--- src/rtl/array_write_arbiter_pkg.sv ---
// Shared types for the array write arbiter: top-level sweep FSM states.
package arb_pkg;

   typedef enum logic [0:0] {
      RUN   = 1'b0,
      FLUSH = 1'b1
   } arb_state_e;

endpackage

--- src/rtl/array_write_arbiter_if.sv ---
// Bundles the requester, flush, read and param_array-facing signals of one arbiter.
interface array_write_arbiter_if #(
   parameter int width     = 1,
   parameter int Sets      = 8,
   parameter int Set_index = $clog2(Sets) - 1
);

   logic                 req0_valid;
   logic                 req0_ready;
   logic [Set_index:0]   req0_index;
   logic [width-1:0]     req0_data;
   logic                 req1_valid;
   logic                 req1_ready;
   logic [Set_index:0]   req1_index;
   logic [width-1:0]     req1_data;
   logic                 flush_req;
   logic                 flush_busy;
   logic                 flush_done;
   logic [Set_index:0]   rd_index;
   logic [width-1:0]     rd_data;
   logic                 arr_load;
   logic [Set_index:0]   arr_windex;
   logic [width-1:0]     arr_datain;
   logic [Set_index:0]   arr_rindex;
   logic [width-1:0]     arr_dataout;

   modport master (
      output req0_valid, req0_index, req0_data,
      input  req0_ready,
      output req1_valid, req1_index, req1_data,
      input  req1_ready,
      output flush_req,
      input  flush_busy, flush_done,
      output rd_index,
      input  rd_data,
      input  arr_load, arr_windex, arr_datain, arr_rindex,
      output arr_dataout
   );

   modport slave (
      input  req0_valid, req0_index, req0_data,
      output req0_ready,
      input  req1_valid, req1_index, req1_data,
      output req1_ready,
      input  flush_req,
      output flush_busy, flush_done,
      input  rd_index,
      output rd_data,
      output arr_load, arr_windex, arr_datain, arr_rindex,
      input  arr_dataout
   );

endinterface

--- src/rtl/array_write_arbiter_rr_arb2.sv ---
// Two-input round-robin arbiter; the pointer names the requester that wins a tie
// and flips to the other side after every grant.
module rr_arb2 (
   input  logic       clk,
   input  logic       rst_n,
   input  logic       en_i,
   input  logic [1:0] valid_i,
   output logic [1:0] grant_o
);

   logic ptr_q, ptr_d;

   always_comb begin
      grant_o = 2'b00;
      if (en_i) begin
         if (valid_i == 2'b11) grant_o = ptr_q ? 2'b10 : 2'b01;
         else                  grant_o = valid_i;
      end
   end

   always_comb begin
      ptr_d = ptr_q;
      if (grant_o[0])      ptr_d = 1'b1;
      else if (grant_o[1]) ptr_d = 1'b0;
   end

   always_ff @(posedge clk or negedge rst_n) begin
      if (!rst_n) ptr_q <= 1'b0;
      else        ptr_q <= ptr_d;
   end

endmodule

--- src/rtl/array_write_arbiter.sv ---
// Owns the param_array write port: round-robin between two requesters, a zeroing
// flush sweep, and same-cycle write-to-read forwarding.
module array_write_arbiter
   import arb_pkg::*;
#(
   parameter int width     = 1,
   parameter int Sets      = 8,
   parameter int Set_index = $clog2(Sets) - 1
) (
   input logic                 clk,
   input logic                 rst,
   array_write_arbiter_if.slave bus
);

   localparam int CW = Set_index + 1;
   localparam logic [Set_index:0] LAST = CW'(Sets - 1);

   arb_state_e          state_q, state_d;
   logic [Set_index:0]  cnt_q, cnt_d;
   logic [1:0]          grant;
   logic                busy;
   logic                load;
   logic [Set_index:0]  windex;
   logic [width-1:0]    datain;

   // Outputs are gated by rst so they read zero for the whole time reset is held.
   assign busy = rst && (state_q == FLUSH);

   rr_arb2 u_arb (
      .clk     (clk),
      .rst_n   (rst),
      .en_i    (rst && (state_q == RUN)),
      .valid_i ({bus.req1_valid, bus.req0_valid}),
      .grant_o (grant)
   );

   always_comb begin
      state_d = state_q;
      cnt_d   = cnt_q;
      case (state_q)
         RUN: begin
            if (bus.flush_req) begin
               state_d = FLUSH;
               cnt_d   = '0;
            end
         end
         FLUSH: begin
            if (cnt_q == LAST) begin
               state_d = RUN;
               cnt_d   = '0;
            end else begin
               cnt_d = cnt_q + CW'(1);
            end
         end
         default: begin
            state_d = RUN;
            cnt_d   = '0;
         end
      endcase
   end

   always_ff @(posedge clk or negedge rst) begin
      if (!rst) begin
         state_q <= RUN;
         cnt_q   <= '0;
      end else begin
         state_q <= state_d;
         cnt_q   <= cnt_d;
      end
   end

   always_comb begin
      load   = 1'b0;
      windex = '0;
      datain = '0;
      if (busy) begin
         load   = 1'b1;
         windex = cnt_q;
      end else if (grant[0]) begin
         load   = 1'b1;
         windex = bus.req0_index;
         datain = bus.req0_data;
      end else if (grant[1]) begin
         load   = 1'b1;
         windex = bus.req1_index;
         datain = bus.req1_data;
      end
   end

   assign bus.req0_ready = grant[0];
   assign bus.req1_ready = grant[1];
   assign bus.flush_busy = busy;
   assign bus.flush_done = busy && (cnt_q == LAST);
   assign bus.arr_load   = load;
   assign bus.arr_windex = windex;
   assign bus.arr_datain = datain;
   assign bus.arr_rindex = bus.rd_index;
   assign bus.rd_data    = (load && (windex == bus.rd_index)) ? datain : bus.arr_dataout;

endmodule

--- src/flat_wrapper.sv ---
// flat-port wrapper written by rule: the top's interface ports become plain ports
module array_write_arbiter_flat import arb_pkg::*;
#(
   parameter int width     = 1,
   parameter int Sets      = 8,
   parameter int Set_index = $clog2(Sets) - 1
)
  (clk, rst, bus_req0_valid, bus_req0_index, bus_req0_data, bus_req0_ready, bus_req1_valid, bus_req1_index, bus_req1_data, bus_req1_ready, bus_flush_req, bus_flush_busy, bus_flush_done, bus_rd_index, bus_rd_data, bus_arr_load, bus_arr_windex, bus_arr_datain, bus_arr_rindex, bus_arr_dataout);
  array_write_arbiter_if #(.width(width), .Sets(Sets), .Set_index(Set_index)) bus_i ();
  input logic clk;
  input logic rst;
  input wire logic [$bits(bus_i.req0_valid)-1:0] bus_req0_valid;
  input wire logic [$bits(bus_i.req0_index)-1:0] bus_req0_index;
  input wire logic [$bits(bus_i.req0_data)-1:0] bus_req0_data;
  output wire logic [$bits(bus_i.req0_ready)-1:0] bus_req0_ready;
  input wire logic [$bits(bus_i.req1_valid)-1:0] bus_req1_valid;
  input wire logic [$bits(bus_i.req1_index)-1:0] bus_req1_index;
  input wire logic [$bits(bus_i.req1_data)-1:0] bus_req1_data;
  output wire logic [$bits(bus_i.req1_ready)-1:0] bus_req1_ready;
  input wire logic [$bits(bus_i.flush_req)-1:0] bus_flush_req;
  output wire logic [$bits(bus_i.flush_busy)-1:0] bus_flush_busy;
  output wire logic [$bits(bus_i.flush_done)-1:0] bus_flush_done;
  input wire logic [$bits(bus_i.rd_index)-1:0] bus_rd_index;
  output wire logic [$bits(bus_i.rd_data)-1:0] bus_rd_data;
  output wire logic [$bits(bus_i.arr_load)-1:0] bus_arr_load;
  output wire logic [$bits(bus_i.arr_windex)-1:0] bus_arr_windex;
  output wire logic [$bits(bus_i.arr_datain)-1:0] bus_arr_datain;
  output wire logic [$bits(bus_i.arr_rindex)-1:0] bus_arr_rindex;
  input wire logic [$bits(bus_i.arr_dataout)-1:0] bus_arr_dataout;
  assign bus_i.req0_valid = bus_req0_valid;
  assign bus_i.req0_index = bus_req0_index;
  assign bus_i.req0_data = bus_req0_data;
  assign bus_req0_ready = bus_i.req0_ready;
  assign bus_i.req1_valid = bus_req1_valid;
  assign bus_i.req1_index = bus_req1_index;
  assign bus_i.req1_data = bus_req1_data;
  assign bus_req1_ready = bus_i.req1_ready;
  assign bus_i.flush_req = bus_flush_req;
  assign bus_flush_busy = bus_i.flush_busy;
  assign bus_flush_done = bus_i.flush_done;
  assign bus_i.rd_index = bus_rd_index;
  assign bus_rd_data = bus_i.rd_data;
  assign bus_arr_load = bus_i.arr_load;
  assign bus_arr_windex = bus_i.arr_windex;
  assign bus_arr_datain = bus_i.arr_datain;
  assign bus_arr_rindex = bus_i.arr_rindex;
  assign bus_i.arr_dataout = bus_arr_dataout;
  array_write_arbiter #(.width(width), .Sets(Sets), .Set_index(Set_index)) u_core (.clk(clk), .rst(rst), .bus(bus_i));
endmodule
--- config.mk ---
export PLATFORM = sky130hd
export DESIGN_NAME = array_write_arbiter_flat
export DESIGN_NICKNAME = d
export VERILOG_FILES = /design/src/rtl/array_write_arbiter_pkg.sv /design/src/rtl/array_write_arbiter_if.sv /design/src/rtl/array_write_arbiter_rr_arb2.sv /design/src/rtl/array_write_arbiter.sv /design/src/flat_wrapper.sv
export SDC_FILE = /design/constraint.sdc
export NUM_CORES = 1
export LEC_CHECK = 0
export CORE_MARGIN = 4
export CORE_UTILIZATION = 31
export CTS_BUF_LIST = sky130_fd_sc_hd__clkbuf_16
export CTS_CLUSTER_DIAMETER = 60
export DETAILED_ROUTE_END_ITERATION = 10
export PLACE_DENSITY = 0.74
export SETUP_SLACK_MARGIN = 0.15
export SLEW_MARGIN = 10
export SYNTH_ARGS = -nofsm -noshare
export SYNTH_HDL_FRONTEND = slang
export SYNTH_SLANG_ARGS = --single-unit
--- constraint.sdc ---
create_clock -name clk -period 1.8 [get_ports clk]
set_clock_uncertainty 0.05 [all_clocks]
set_input_delay 0.36 -clock clk [delete_from_list [all_inputs] [get_ports clk]]
set_output_delay 0.36 -clock clk [all_outputs]
set_load 0.01 [all_outputs]
==> After elaboration in Yosys (flattened, before gate mapping) <==
Cells that the tools add are included.
{ "classes": {"addsub": 1, "multipliers": 0, "n_div": 0, "magnitude_cmp": 0, "n_eq_ne": 4, "shift": 0, "muxes": 21, "n_bitwise": 1, "reduce_logical": 5} }
{ "op_table": {"columns": ["cell", "count"], "rows": [
  ["$mux W3", 5],
  ["$mux W1", 11],
  ["$mux W2", 3],
  ["$pmux W3 S2", 1],
  ["$logic_and A1 B1 Y1", 4],
  ["$add A3 B1 Y3 const B", 1],
  ["$eq A3 B3 Y1", 1],
  ["$eq A3 B3 Y1 const B", 1],
  ["$eq A2 B2 Y1 const B", 1],
  ["$ne A2 B2 Y1 const B", 1],
  ["$pmux W1 S2", 1],
  ["$reduce_bool A2 Y1", 1],
  ["$not A1 Y1", 1]
]} }
{ "totals": {"ff_bits": 5, "latch_bits": 0, "ram_bits": 0, "mem_bits_ro": 0, "inputBits": 17, "out_inout_bits": 13, "wordCells": 35, "memories": 0} }

==> Logic depth before layout (Yosys ltp) <==
{ "logic_depth": {"depth_word": 9, "mapped_depth": 7, "depth_no_buf": 6} }

==> By module <==
A second synthesis with hierarchy kept.
{ "unflattened": {"cells_unflattened": 61, "hier_area_um2": 476.7} }
{ "modules_own_cells": {"columns": ["mod", "n_inst", "cells_each", "area_each_um2", "seq_area_each_um2"], "rows": [
  ["array_write_arbiter", 1, 52, 407.9, 100.1],
  ["rr_arb2", 1, 9, 68.8, 25.0]
]} }

==> Least setup slack after synthesis <==
OpenSTA, ideal clock, no wires.
{ "synth_timing": {"kind": "register to output", "start": "register u_core.state_q", "end": "output bus_rd_data", "t_arrival_ns": 1.552, "t_required_ns": 1.390, "setup_slack_ns": -0.162, "stages_incl_launch_ff": 8, "path_buffers": 1, "cell_sequence": "dfrtp_1 -> buf_6 -> nor2b_2 -> nand4_1 -> nand3_1 -> xnor2_2 -> nand4_1 -> mux2_1"} }
{ "synth_between": {"elab_chain_len": 9, "word_cells_on_any_way": 16, "classes_between": "eq/ne: 1; mux: 11; bitwise: 1; reduce/logical: 3"} }
{ "synth_rtl": {"columns": ["element", "line_no", "text"], "rows": [
  ["from (decl)", "array_write_arbiter.sv:18", "arb_state_e state_q, state_d;"],
  ["from (signal assigned)", "array_write_arbiter.sv:67", "state_q <= state_d;"],
  ["$not A1 Y1", "array_write_arbiter.sv:32", ".en_i (rst && (state_q == RUN)),"],
  ["$logic_and A1 B1 Y1", "array_write_arbiter.sv:32", null],
  ["$mux W2", "array_write_arbiter_rr_arb2.sv:15", "if (en_i) begin"],
  ["$mux W3", "array_write_arbiter.sv:83", "end else if (grant[1]) begin"],
  ["$mux W3", "array_write_arbiter.sv:79", "end else if (grant[0]) begin"],
  ["$mux W3 (*)", "array_write_arbiter.sv:76", "if (busy) begin"],
  ["via bus_arr_windex[0]", "flat_wrapper.sv:26", "output wire logic [$bits(bus_i.arr_windex)-1:0] bus_arr_windex;"],
  ["$eq A3 B3 Y1 (*)", "array_write_arbiter.sv:98", "assign bus.rd_data = (load && (windex == bus.rd_index)) ? datain : bus.arr_dataout;"],
  ["$logic_and A1 B1 Y1 (*)", "array_write_arbiter.sv:98", null],
  ["$mux W1 (*)", "array_write_arbiter.sv:98", null],
  ["to (decl)", "flat_wrapper.sv:24", "output wire logic [$bits(bus_i.rd_data)-1:0] bus_rd_data;"]
]} }
The timed path passes the listed nets; every way through them passes the cells marked *.

==> Worst setup path in the final report <==
{ "layout_timing": {"start": "register u_core.u_arb.ptr_q", "end": "output bus_rd_data"} }
{ "layout_between": {"elab_chain_len": 9, "word_cells_on_any_way": 15, "classes_between": "eq/ne: 1; mux: 13; reduce/logical: 1"} }
{ "layout_rtl": {"columns": ["element", "line_no", "text"], "rows": [
  ["from (decl)", "array_write_arbiter_rr_arb2.sv:11", "logic ptr_q, ptr_d;"],
  ["from (signal assigned)", "array_write_arbiter_rr_arb2.sv:29", "else ptr_q <= ptr_d;"],
  ["$mux W2 (*) (2 in series)", "array_write_arbiter_rr_arb2.sv:16", "if (valid_i == 2'b11) grant_o = ptr_q ? 2'b10 : 2'b01;"],
  ["$mux W2 (*)", "array_write_arbiter_rr_arb2.sv:15", null],
  ["$mux W3", "array_write_arbiter.sv:83", null],
  ["$mux W3", "array_write_arbiter.sv:79", null],
  ["$mux W3", "array_write_arbiter.sv:76", null],
  ["$eq A3 B3 Y1", "array_write_arbiter.sv:98", null],
  ["$logic_and A1 B1 Y1", "array_write_arbiter.sv:98", null],
  ["$mux W1 (*)", "array_write_arbiter.sv:98", null]
]} }
Mark *: on every way between the ends. The rest lies on a longest branch, timed or not.

==> flow_summary_export.csv <==
group,metric,value,unit
pwr,worst_ir_drop_vdd,0.001176,V
timing,timing.slew.headroom,79.50,%
setup_path,worst-endpoint-required,1390,ps
routing,routed_wirelength,2.166,mm
routing,drt-vias-per-instance,5.353,
routing,final_antenna_net_count,0,
pwr,p_per_area,1459,nW/µm²
cells_and_area,stdcell_count,119,
timing,hold_violations,0,
floorplanning,total_core_area,1334,µm²
placement,gp_congestion,0.7777,
clock_network,tritoncts.num_buffers,3,
setup_path,critPathMaxStageDelay,410,ps
global_routing,grt_usage,23.19,%
setup_path,cell_mode_on_critical_path,"a21oi_2",
timing,final_max_slew_viol_count,0,
placement,portBuffers,29,
cells_and_area,area_of_the_multi_input_gates,359.1,µm²
clock_network,cts_buffer_depth,2,
global_routing,grt_pass1_vias,683,
setup_path,worst_ep_arrival_time,1820,ps
job,maxCapViolations,0,
setup_path,critPathMaxFanout,5,
clock_network,number_of_levels_the_h_tree_was_split_into,1,
global_routing,grt_remaining_overflow,0,
outcome,violations_in_the_final_reports,"setup timing",
global_routing,grt_max_degree,8,
synth,syn_avg_cell_area,9.059,µm²
hold_path,hold_path.class,"in2async",
cells_and_area,insertedDiodeCount,0,
synth,synth_enable_flop_cells,0,
floorplanning,placement_rows,13,
setup_path,cp-start-kind,"register",
placement,placedInstanceArea,875.8,µm²
synth,flop_and_latch_count_out_of_synthesis,5,
synth,syn_area,452.9,µm²
cells_and_area,layout-drive-gt1-share,55.77,%
setup_path,cpMaxStageDelayCell,"dfrtp_1",
timing,holdWs,155.1,ps
timing,final.min_clock_period,2228,ps
placement,placed_cells,109,
setup_path,cp_top_family,"compound AO/OA/AOI/OAI gates",
timing,report.final.setup_viol,5,
routing,post_drt_wl_per_cell,18.20,µm
timing,period_share,123.8,%
synth,post-synth-top-area-cell,"dfrtp_1",
setup_path,critical_path_class,"reg2out",
synth,dominantRegCellSynth,"dfrtp_1",
placement,place.detailed.hpwl,1.313,mm
synth,synth_top_area_share,27.62,%
routing,vias,637,
setup_path,crit_chain,"a21boi_4 -> a21oi_2 -> a21oi_2 -> xnor2_1 -> nand4_1 -> mux2_2 -> buf_6",
cells_and_area,footprint_of_the_flip_flops_and_latches,126.4,µm²
synth,synthesis.instances,50,
cells_and_area,num-fill-cells,77,
synth,netlist-cell-type-count,28,
routing,post-route-drc-count,0,
clock_network,hold_buffers,0,
clock_network,cts.root.buffer_cell,"clkbuf_16",
floorplanning,floorplan.io_pins,30,
global_routing,first_pass_grt_wire_length,3.325,mm
synth,yosys_warnings,0,
routing,first_pass_iters,4,
floorplanning,die_area,2137,µm²
synth,part_of_the_yosys_area_used_for_sequential_elements,27.62,%
timing,rsz_0062_raised_after_global_routing,"true",
cells_and_area,post_layout_inst_area,1106,µm²
synth,synth.cells.most_frequent,"dfrtp_1 (5), nand3_1 (5), a21oi_2 (4)",
setup_path,crit_end_element,"primary output",
floorplanning,start_util,33.96,%
routing,number_of_drc_markers_after_the_initial_detailed_route_iteration,19,
clock_network,cts_tree,"yes",
floorplanning,die_w,46.23,µm
cells_and_area,areaGrowthSynthToFinish,144.2,%
synth,synth_fp_nets,69,
pwr,leakagePower,0.0005146,µW
clock_network,clock_latency,230,ps
timing,timing.final.ws_setup,-428.3,ps
setup_path,worstPathBufferInverterCount,1,
clock_network,clk_transition_reported_paths,30,ps
placement,dp_slack,-1038,ps
timing,post_route_setup_tns,-721.5,ps
floorplanning,die_span_y,46.23,µm
clock_network,tritoncts_num_sinks,5,
timing,clock.fmax,448.8,MHz
cells_and_area,design.final.nets,124,
global_routing,grt_antenna_before_repair,0,
synth,async_reset_ff_share,100.0,%
outcome,status,"finished, violations left",
timing,worst-slew-pin-transition,304.9,ps
synth,netlist_top_cells_area,"dfrtp_1 (28%), a21oi_2 (7.7%), ha_1 (5.5%)",
## cell families after synthesis
kind of cell / synth area share (%)
AO/OA/AOI/OAI: 23.76
XOR/XNOR: 7.460
multiplexers: 4.696
adder cells (fa/ha/maj): 5.524
buffers and inverters: 9.116
flip-flops: 27.62
AND/OR/NAND/NOR: 21.82
## registers in the layout (all words and copies together), names as in the netlist
| signal | cells |
|---|---|
| u_core.state_q | 1 |
| u_core.u_arb.ptr_q | 1 |
| u_core.cnt_q | 3 |
## power breakdown
part           total (µW)  leakage, µW  internal, µW  switching, µW
combinational        1010     0.000416           595            414
clock                 363    0.0000423           288           75.4
sequential            242    0.0000565           176           65.4
total                1610     0.000515          1060            554
## metal layers
| layer | part of all wire (%) | track usage [%] | wire length, µm |
|---|---|---|---|
| met1 | 39 | 25.23 | 847 |
| met2 | 53 | 42.58 | 1151 |
| met3 | 4.7 | 4.297 | 101 |
| met4 | 3.0 | 10.23 | 65 |
| met5 | 0 | 0 | 0 |
## repair_timing
action / 4_1_cts / 5_1_grt
endpoints found under the setup margin: 13 / 10
gates resized for setup: 78 / 7
endpoints found under the hold margin: 0 / 0
buffers inserted: 5 / 1
pin swaps: 8 / 7
## cell usage in the layout (no fill, tap or decap), types with 2 or more instances in the layout
| master | count |
|---|---|
| xnor2_1 | 2 |
| nand4_1 | 2 |
| buf_6 | 20 |
| a21oi_2 | 4 |
| buf_2 | 2 |
| o21ai_1 | 2 |
| nand2_1 | 3 |
| buf_4 | 13 |
| clkbuf_16 | 3 |
| nor2b_4 | 2 |
| nand3_1 | 4 |
| inv_1 | 2 |
| ha_4 | 2 |
| clkdlybuf4s50_1 | 13 |
| dlygate4sd2_1 | 3 |
| dfrtp_1 | 4 |
## metrics by stage
stage                     power [µW]  util [%]
after global placement         929.2     65.67
final                           1614     82.93
after floorplan                575.5         -
after detailed placement       945.2     65.67
after global routing            1703     82.93
after CTS                       1566     82.27
## area by class of cell
type                       count  area share (%)
clock inverter                 1          0.3394
timing repair buffer          54           46.61
multi-input combinational     39           32.47
sequential                     5           11.43
clock buffer                   3           6.787
inverter                       2          0.6787
tap                           15           1.697
## path summary, 6_finish.rpt
check	startpoint	end	slack, ps	depth (start not counted)
max in group asynchronous	rst	u_core.state_q$_DFF_PN0_	1410	2
max	u_core.u_arb.ptr_q$_DFFE_PN0P_	bus_rd_data	-430	7
max reg2reg	u_core.cnt_q[1]$_DFFE_PN0P_	u_core.cnt_q[0]$_DFFE_PN0P_	380	5
min	rst	u_core.cnt_q[0]$_DFFE_PN0P_	160	2
min in group clk	bus_req1_valid	u_core.u_arb.ptr_q$_DFFE_PN0P_	500	3
min reg2reg	u_core.cnt_q[0]$_DFFE_PN0P_	u_core.cnt_q[0]$_DFFE_PN0P_	580	2
No activity file was read; power rests on OpenSTA's default activity.
